### config.mk
export PLATFORM = sky130hd
export DESIGN_NAME = victim_wb_buffer_flat
export DESIGN_NICKNAME = d
export VERILOG_FILES = /design/src/rtl/cache_types.sv /design/src/rtl/victim_wb_buffer_if.sv /design/src/rtl/wbuf_match.sv /design/src/rtl/victim_wb_buffer.sv /design/src/flat_wrapper.sv
export SDC_FILE = /design/constraint.sdc
export NUM_CORES = 2
export LEC_CHECK = 0
export ABC_AREA = 1
export CAP_MARGIN = 20
export CORE_AREA = 2 2 295 268
export DETAILED_ROUTE_END_ITERATION = 8
export DIE_AREA = 0 0 297 270
export HOLD_SLACK_MARGIN = 0.02
export PLACE_DENSITY_LB_ADDON = 0.2
export SLEW_MARGIN = 0
export SYNTH_ARGS = -nofsm -noshare
export SYNTH_HDL_FRONTEND = slang
export SYNTH_SLANG_ARGS = --single-unit
### constraint.sdc
create_clock -name clk -period 39.1 [get_ports clk]
set_clock_uncertainty 0.2 [all_clocks]
set_input_delay 7.82 -clock clk [delete_from_list [all_inputs] [get_ports clk]]
set_output_delay 7.82 -clock clk [all_outputs]
set_load 0.01 [all_outputs]
### src/rtl/cache_types.sv
// cache_types: shared types and defaults for the victim write-back buffer.
package cache_types;
  localparam int WBUF_DEPTH = 4;
  typedef struct packed {
    logic         valid;
    logic [11:0]  pmem_address_base;
    logic [127:0] cache_line;
  } wbuf_entry_t;
  typedef enum logic [1:0] {IDLE, RESP, FETCH, DRAIN} wbuf_state_t;
endpackage

### src/rtl/victim_wb_buffer_if.sv
// victim_wb_buffer_if: upstream victim-cache port and downstream L2 port of the write-back buffer.
interface victim_wb_buffer_if;
  logic [15:0]  up_address;
  logic [127:0] up_wdata;
  logic         up_read;
  logic         up_write;
  logic [127:0] up_rdata;
  logic         up_resp;
  logic [15:0]  pmem_address;
  logic [127:0] pmem_wdata;
  logic         pmem_read;
  logic         pmem_write;
  logic [127:0] pmem_rdata;
  logic         pmem_resp;
  logic         wbuf_empty;
  modport master (
    output up_address, up_wdata, up_read, up_write, pmem_rdata, pmem_resp,
    input  up_rdata, up_resp, pmem_address, pmem_wdata, pmem_read, pmem_write, wbuf_empty
  );
  modport slave (
    input  up_address, up_wdata, up_read, up_write, pmem_rdata, pmem_resp,
    output up_rdata, up_resp, pmem_address, pmem_wdata, pmem_read, pmem_write, wbuf_empty
  );
endinterface

### src/rtl/wbuf_match.sv
// wbuf_match: compares an incoming line base against every buffered entry; the youngest hit wins.
module wbuf_match
  import cache_types::*;
#(
  parameter int DEPTH = WBUF_DEPTH
) (
  input  logic [DEPTH-1:0]         i_valid,
  input  logic [11:0]              i_bases [DEPTH],
  input  logic [$clog2(DEPTH)-1:0] i_tail,
  input  logic [11:0]              i_base,
  output logic                     o_hit,
  output logic [$clog2(DEPTH)-1:0] o_idx
);
  localparam int AW = $clog2(DEPTH);
  logic [AW-1:0] w_j;
  // Walk oldest to youngest so a later (younger) match overrides an earlier one.
  always_comb begin
    o_hit = 1'b0;
    o_idx = '0;
    w_j = '0;
    for (int k = DEPTH; k >= 1; k--) begin
      w_j = i_tail - AW'(k);
      if (i_valid[w_j] && i_bases[w_j] == i_base) begin
        o_hit = 1'b1;
        o_idx = w_j;
      end
    end
  end
endmodule

### src/rtl/victim_wb_buffer.sv
// victim_wb_buffer: write-back buffer between a victim cache and L2; absorbs evictions, serves hits, drains when idle.
module victim_wb_buffer
  import cache_types::*;
#(
  parameter int DEPTH = WBUF_DEPTH
) (
  input logic               clk,
  input logic               reset,
  victim_wb_buffer_if.slave bus
);
  localparam int AW = $clog2(DEPTH);
  wbuf_state_t r_state, w_next;
  wbuf_entry_t r_ent [DEPTH];
  logic [AW-1:0] r_head, r_tail, w_idx;
  logic [AW:0] r_count;
  logic [127:0] r_rdata;
  logic [DEPTH-1:0] w_valid;
  logic [11:0] w_bases [DEPTH];
  logic [11:0] w_base;
  logic w_hit, w_full, w_empty, w_push, w_merge, w_rd_hit, w_fill, w_pop, w_unused;
  assign w_base = bus.up_address[15:4];
  assign w_unused = ^bus.up_address[3:0];
  assign w_full = r_count == (AW+1)'(DEPTH);
  assign w_empty = r_count == '0;
  for (genvar e = 0; e < DEPTH; e++) begin : g_ent
    assign w_valid[e] = r_ent[e].valid;
    assign w_bases[e] = r_ent[e].pmem_address_base;
  end
  wbuf_match #(.DEPTH(DEPTH)) u_match (
    .i_valid(w_valid),
    .i_bases(w_bases),
    .i_tail (r_tail),
    .i_base (w_base),
    .o_hit  (w_hit),
    .o_idx  (w_idx)
  );
  // Upstream requests outrank draining; a write to a full buffer forces one drain first.
  always_comb begin
    w_next = r_state;
    w_push = 1'b0;
    w_merge = 1'b0;
    w_rd_hit = 1'b0;
    w_fill = 1'b0;
    w_pop = 1'b0;
    case (r_state)
      IDLE:
        if (bus.up_write) begin
          w_merge = w_hit;
          w_push = !w_hit && !w_full;
          w_next = (w_hit || !w_full) ? RESP : DRAIN;
        end else if (bus.up_read) begin
          w_rd_hit = w_hit;
          w_next = w_hit ? RESP : FETCH;
        end else if (!w_empty) begin
          w_next = DRAIN;
        end
      RESP: w_next = IDLE;
      FETCH:
        if (bus.pmem_resp) begin
          w_fill = 1'b1;
          w_next = IDLE;
        end
      DRAIN:
        if (bus.pmem_resp) begin
          w_pop = 1'b1;
          w_next = IDLE;
        end
    endcase
  end
  always_ff @(posedge clk or posedge reset) begin
    if (reset) begin
      r_state <= IDLE;
      r_head <= '0;
      r_tail <= '0;
      r_count <= '0;
      r_rdata <= '0;
      r_ent <= '{default: '0};
    end else begin
      r_state <= w_next;
      r_head <= r_head + AW'(w_pop);
      r_tail <= r_tail + AW'(w_push);
      r_count <= r_count + (AW+1)'(w_push) - (AW+1)'(w_pop);
      if (w_push) r_ent[r_tail] <= '{valid: 1'b1, pmem_address_base: w_base, cache_line: bus.up_wdata};
      if (w_merge) r_ent[w_idx].cache_line <= bus.up_wdata;
      if (w_pop) r_ent[r_head].valid <= 1'b0;
      if (w_rd_hit) r_rdata <= r_ent[w_idx].cache_line;
      if (w_fill) r_rdata <= bus.pmem_rdata;
    end
  end
  assign bus.up_resp = (r_state == RESP) || (r_state == FETCH && bus.pmem_resp);
  assign bus.up_rdata = (r_state == FETCH) ? bus.pmem_rdata : r_rdata;
  assign bus.pmem_read = r_state == FETCH;
  assign bus.pmem_write = r_state == DRAIN;
  assign bus.pmem_address = {(r_state == DRAIN) ? r_ent[r_head].pmem_address_base : w_base, 4'h0};
  assign bus.pmem_wdata = r_ent[r_head].cache_line;
  assign bus.wbuf_empty = w_empty;
endmodule

### src/flat_wrapper.sv
// flat-port wrapper written by rule: the top's interface ports become plain ports
module victim_wb_buffer_flat import cache_types::*;
#(
  parameter int DEPTH = WBUF_DEPTH
)
  (clk, reset, bus_up_address, bus_up_wdata, bus_up_read, bus_up_write, bus_pmem_rdata, bus_pmem_resp, bus_up_rdata, bus_up_resp, bus_pmem_address, bus_pmem_wdata, bus_pmem_read, bus_pmem_write, bus_wbuf_empty);
  victim_wb_buffer_if bus_i ();
  input logic clk;
  input logic reset;
  input wire logic [$bits(bus_i.up_address)-1:0] bus_up_address;
  input wire logic [$bits(bus_i.up_wdata)-1:0] bus_up_wdata;
  input wire logic [$bits(bus_i.up_read)-1:0] bus_up_read;
  input wire logic [$bits(bus_i.up_write)-1:0] bus_up_write;
  input wire logic [$bits(bus_i.pmem_rdata)-1:0] bus_pmem_rdata;
  input wire logic [$bits(bus_i.pmem_resp)-1:0] bus_pmem_resp;
  output wire logic [$bits(bus_i.up_rdata)-1:0] bus_up_rdata;
  output wire logic [$bits(bus_i.up_resp)-1:0] bus_up_resp;
  output wire logic [$bits(bus_i.pmem_address)-1:0] bus_pmem_address;
  output wire logic [$bits(bus_i.pmem_wdata)-1:0] bus_pmem_wdata;
  output wire logic [$bits(bus_i.pmem_read)-1:0] bus_pmem_read;
  output wire logic [$bits(bus_i.pmem_write)-1:0] bus_pmem_write;
  output wire logic [$bits(bus_i.wbuf_empty)-1:0] bus_wbuf_empty;
  assign bus_i.up_address = bus_up_address;
  assign bus_i.up_wdata = bus_up_wdata;
  assign bus_i.up_read = bus_up_read;
  assign bus_i.up_write = bus_up_write;
  assign bus_i.pmem_rdata = bus_pmem_rdata;
  assign bus_i.pmem_resp = bus_pmem_resp;
  assign bus_up_rdata = bus_i.up_rdata;
  assign bus_up_resp = bus_i.up_resp;
  assign bus_pmem_address = bus_i.pmem_address;
  assign bus_pmem_wdata = bus_i.pmem_wdata;
  assign bus_pmem_read = bus_i.pmem_read;
  assign bus_pmem_write = bus_i.pmem_write;
  assign bus_wbuf_empty = bus_i.wbuf_empty;
  victim_wb_buffer #(.DEPTH(DEPTH)) u_core (.clk(clk), .reset(reset), .bus(bus_i));
endmodule
==> metrics.log <==
[metrics] Critical Path Most Common Cell: sky130_fd_sc_hd__clkdlybuf4s50_1
[metrics] Pwr per Cell Area: 87.1 mW/mm2
[metrics] worst-margin pin slew: 1.22 ns
[metrics] largest net degree at the start of global routing: 214
[metrics] Top Ports: 553
[metrics] clock tree from TritonCTS: built
[metrics] stage delay of the slowest cell on the critical path: 0.65 ns
[metrics] endpoint of the worst register-to-register path: u_core.r_ent[470]
[metrics] worst hold endpoint: u_core.r_rdata[127]
[metrics] number of cell instances on the worst register-to-register path: 19
[metrics] H-tree Lvls: 3
[metrics] total setup violations reported at the end of the flow: 0
[metrics] post-detailed-placement half-perimeter wirelength: 78000 um
[metrics] Synth Register Bits: 701
[metrics] initial core utilization: 0.496
[metrics] number of standard-cell rows in the floorplan: 97
[metrics] utilization after layout: 0.600
[metrics] deepest clock path buffer count: 3
[metrics] worst endpoint data arrival time: 10.55 ns
[metrics] via count: 37900
[metrics] die footprint: 0.0802 mm2
[metrics] DRC violations left: 0
[metrics] CTS buffer count: 76
[metrics] number of detailed-routing iterations run before antenna repair: 6
[metrics] leakage power: 22.5 nW
[metrics] final wirelength: 136000 um
[metrics] list of cells traversed by the critical path: clkdlybuf4s50_1, inv_1, nor2_4, inv_4, o21ai_0, clkdlybuf4s50_1
[metrics] number of antenna violations at the first check in global routing: 23
[metrics] hold bufs inserted after CTS: 0
[metrics] Maximum Capacitance Violations: 0
[metrics] CORE AREA: 0.0772 mm2
[metrics] number of warnings issued by yosys: 0
[metrics] data required time at the worst endpoint: 31.08 ns
[metrics] critical path capture point type: output pin
[metrics] status: complete, no violations
[metrics] number of cells on the worst hold path: 2
[metrics] CTS sink cnt: 701
[metrics] global router's overall resource usage: 0.332
[metrics] final hold vios: 0
[metrics] count of cells resized by post-cts repair: 0
[metrics] Synth async-reset ratio: 1.00
[metrics] register-to-register setup slack: 29.42 ns
[metrics] post-route ant nets: 0
[metrics] grt ovf: 0
[metrics] average cell area after synthesis: 7.27 um2
[metrics] CP max-delay cell: sky130_fd_sc_hd__nor2_4
[metrics] Setup TNS: 0 ns
[metrics] launching element type of the critical path: input pin
[metrics] final worst-path cycle share: 0.475
[metrics] routability congestion estimate from global placement: 0.917
[metrics] Port Buf Inserts: 544
[metrics] insertion delay to the later sink of the worst-skew pair: 0.63 ns
[metrics] DRC marker count from the first detailed-route iteration: 4014
[metrics] critical path class: input pin to output pin
[metrics] clock-pin transition on the worst setup and hold timing paths: 0.06 ns
[metrics] post-CTS setup buffers: 0
[metrics] Post-synth EDFFs: 0
[metrics] number of global-route vias before repair: 36100
[metrics] worst hold margin: 0.285 ns
[metrics] portion of the post-synthesis area used by sequential elements: 0.458
[metrics] maximum operating frequency: 0.0538 GHz
[metrics] Max transition margin: 0.186
[metrics] area growth from synthesis to layout: 20.9%
[metrics] final critical path time including I/O delays and setup: 18.57 ns
[metrics] wire length per cell: 20.4 um
[metrics] number of nets in the finished design: 5853
[metrics] clock root cell: sky130_fd_sc_hd__clkbuf_16
[metrics] Worst Path Max Fanout: 46
[metrics] horizontal die dimension: 297 um
[metrics] Reg2Reg Launch Point: u_core.r_tail[0]
[metrics] number of unique standard cell types used by synthesis: 34
[metrics] Hold WC Path Type: flop to flop
[metrics] unrepaired setup endpoints after global routing: no
[metrics] worst hold path startpoint: u_core.r_rdata[127]
[metrics] top_reg_cell synth: sky130_fd_sc_hd__dfrtp_1
[metrics] vertical die dimension: 270 um
[metrics] layout cells sized above 1: 0.0335
[metrics] pins over their slew limit: 0
[metrics] IR Drop Worst-Case VDD: 69.9 uV
[metrics] first-pass GRT wire length: 210000 um
[metrics] Via-to-Cell Ratio: 5.69
[metrics] Netlist Area Pre-Place: 0.0383 mm2
[metrics] Mapped Cells: 5271
[Yosys cell counts (2+ instances only)]
cell                       count  share of area
sky130_fd_sc_hd__a21oi_1      22         0.0029
sky130_fd_sc_hd__dfrtp_1     701           0.46
sky130_fd_sc_hd__nand4_1      35         0.0057
sky130_fd_sc_hd__a41oi_1       5         0.0011
sky130_fd_sc_hd__inv_1       633          0.062
sky130_fd_sc_hd__nor2_1       54         0.0053
sky130_fd_sc_hd__clkbuf_1    179          0.018
sky130_fd_sc_hd__nor2_2        2        0.00033
sky130_fd_sc_hd__nand2_1    1771           0.17
sky130_fd_sc_hd__clkinv_1      4        0.00039
sky130_fd_sc_hd__o21bai_1      8         0.0016
sky130_fd_sc_hd__buf_6         9         0.0026
sky130_fd_sc_hd__o21ai_0     629          0.082
sky130_fd_sc_hd__o21ai_1     261          0.034
sky130_fd_sc_hd__o221ai_1    128          0.029
sky130_fd_sc_hd__nand3_1     469          0.061
sky130_fd_sc_hd__ha_1          8         0.0026
sky130_fd_sc_hd__buf_1        28         0.0027
sky130_fd_sc_hd__inv_2         4        0.00039
sky130_fd_sc_hd__buf_4        52          0.010
sky130_fd_sc_hd__a22oi_1     143          0.028
sky130_fd_sc_hd__a31oi_1       3        0.00049
sky130_fd_sc_hd__buf_2       103          0.013
sky130_fd_sc_hd__xor2_1        3        0.00069
sky130_fd_sc_hd__nand2_2       8         0.0013
[worst max-delay path, delay by kind of cell]
family | cells | cell delay [ns]
buffers and inverters | 4 | 1.74
AO/OA/AOI/OAI | 1 | 0.34
AND/OR/NAND/NOR | 1 | 0.65
[layout make-up]
type / count / area, um2
antenna: 13 / 32.5
clock buffer: 104 / 2160
clock inverter: 20 / 230
fill: 7095 / 30900
inverter: 641 / 2430
multi-input combinational: 3561 / 16700
sequential: 701 / 17500
tap: 1039 / 1300
timing repair buffer: 586 / 5860
[per-layer routing]
| metal | up-vias | global-route usage | wire length [um] |
|---|---|---|---|
| li1 | 17700 | - | - |
| met1 | 18000 | 0.443 | 55900 |
| met2 | 1906 | 0.535 | 62900 |
| met3 | 266 | 0.0675 | 12900 |
| met4 | 22 | 0.121 | 4110 |
| met5 | - | 0 | 156 |
[cells in the final DEF, fill, tap and decap left out, types with 3 or more instances in the layout]
cell / n
sky130_fd_sc_hd__nor2_1: 49
sky130_fd_sc_hd__clkbuf_16: 77
sky130_fd_sc_hd__a22oi_1: 143
sky130_fd_sc_hd__dfrtp_1: 701
sky130_fd_sc_hd__buf_12: 3
sky130_fd_sc_hd__nand4_1: 35
sky130_fd_sc_hd__nand2_4: 4
sky130_fd_sc_hd__conb_1: 4
sky130_fd_sc_hd__nand2_1: 1765
sky130_fd_sc_hd__ha_1: 8
sky130_fd_sc_hd__inv_1: 629
sky130_fd_sc_hd__clkinv_2: 11
sky130_fd_sc_hd__inv_2: 3
sky130_fd_sc_hd__nor2_4: 5
sky130_fd_sc_hd__o21bai_1: 8
sky130_fd_sc_hd__buf_16: 3
sky130_fd_sc_hd__a31oi_1: 3
sky130_fd_sc_hd__clkinv_8: 4
sky130_fd_sc_hd__clkbuf_1: 14
sky130_fd_sc_hd__o221ai_1: 128
sky130_fd_sc_hd__a41oi_1: 5
sky130_fd_sc_hd__clkdlybuf4s50_1: 544
sky130_fd_sc_hd__xor2_1: 3
sky130_fd_sc_hd__nand2_2: 5
sky130_fd_sc_hd__o21ai_1: 261
sky130_fd_sc_hd__buf_4: 36
sky130_fd_sc_hd__a21oi_1: 22
sky130_fd_sc_hd__clkbuf_8: 13
sky130_fd_sc_hd__nand3_1: 467
sky130_fd_sc_hd__o21ai_0: 629
sky130_fd_sc_hd__clkinv_1: 3
sky130_fd_sc_hd__nand2_8: 5
sky130_fd_sc_hd__diode_2: 13
sky130_fd_sc_hd__bufinv_16: 3
[worst max-delay path by stage]
stage	depth (start not counted)	from	slack, ns	to
6_report	6	bus_pmem_resp	20.53	bus_up_resp
5_1_grt	6	bus_pmem_resp	20.47	bus_up_resp
4_1_cts	6	bus_pmem_resp	20.47	bus_up_resp
3_5_place_dp	6	bus_pmem_resp	20.48	bus_up_resp
3_3_place_gp	6	bus_pmem_resp	20.48	bus_up_resp
2_1_floorplan	1	reset	11.42	asynchronous set/reset pin
[power by group]
part	switching [mW]	leakage (nW)	internal, mW
clock network	0.308	1.18	0.405
registers	0.220	8.64	1.07
logic	1.18	12.7	0.842
[registers in the layout, indices dropped and copies added (netlist names), named ones only]
name            count
u_core.r_tail       2
u_core.r_head       2
u_core.r_count      3
u_core.r_rdata    128
u_core.r_ent      516
u_core.r_state      2
[stage by stage]
stage | cell area [um2] | power [mW] | setup slack [ns] | std cells
2_1_floorplan | 38300 | 2.43 | 11.42 | 5274
3_3_place_gp | 43800 | 3.25 | 20.48 | 6525
3_5_place_dp | 43800 | 3.29 | 20.48 | 6525
4_1_cts | 46200 | 4.01 | 20.47 | 6649
5_1_grt | 46300 | 4.31 | 20.47 | 6660
6_report | 46300 | 4.03 | 20.53 | 6665
[kinds of logic (layout without fill, tap and decap cells)]
family | count (synthesis) | count (layout) | share of synthesized area
adder cells (fa/ha/maj) | 9 | 9 | 0.00314
other | 1 | 17 | 0.0000979
AO/OA/AOI/OAI | 1201 | 1201 | 0.180
XOR/XNOR | 3 | 3 | 0.000686
flip-flops | 701 | 701 | 0.458
buffers and inverters | 1012 | 1351 | 0.109
AND/OR/NAND/NOR | 2344 | 2344 | 0.249
Power figures use the tool's default switching activity.
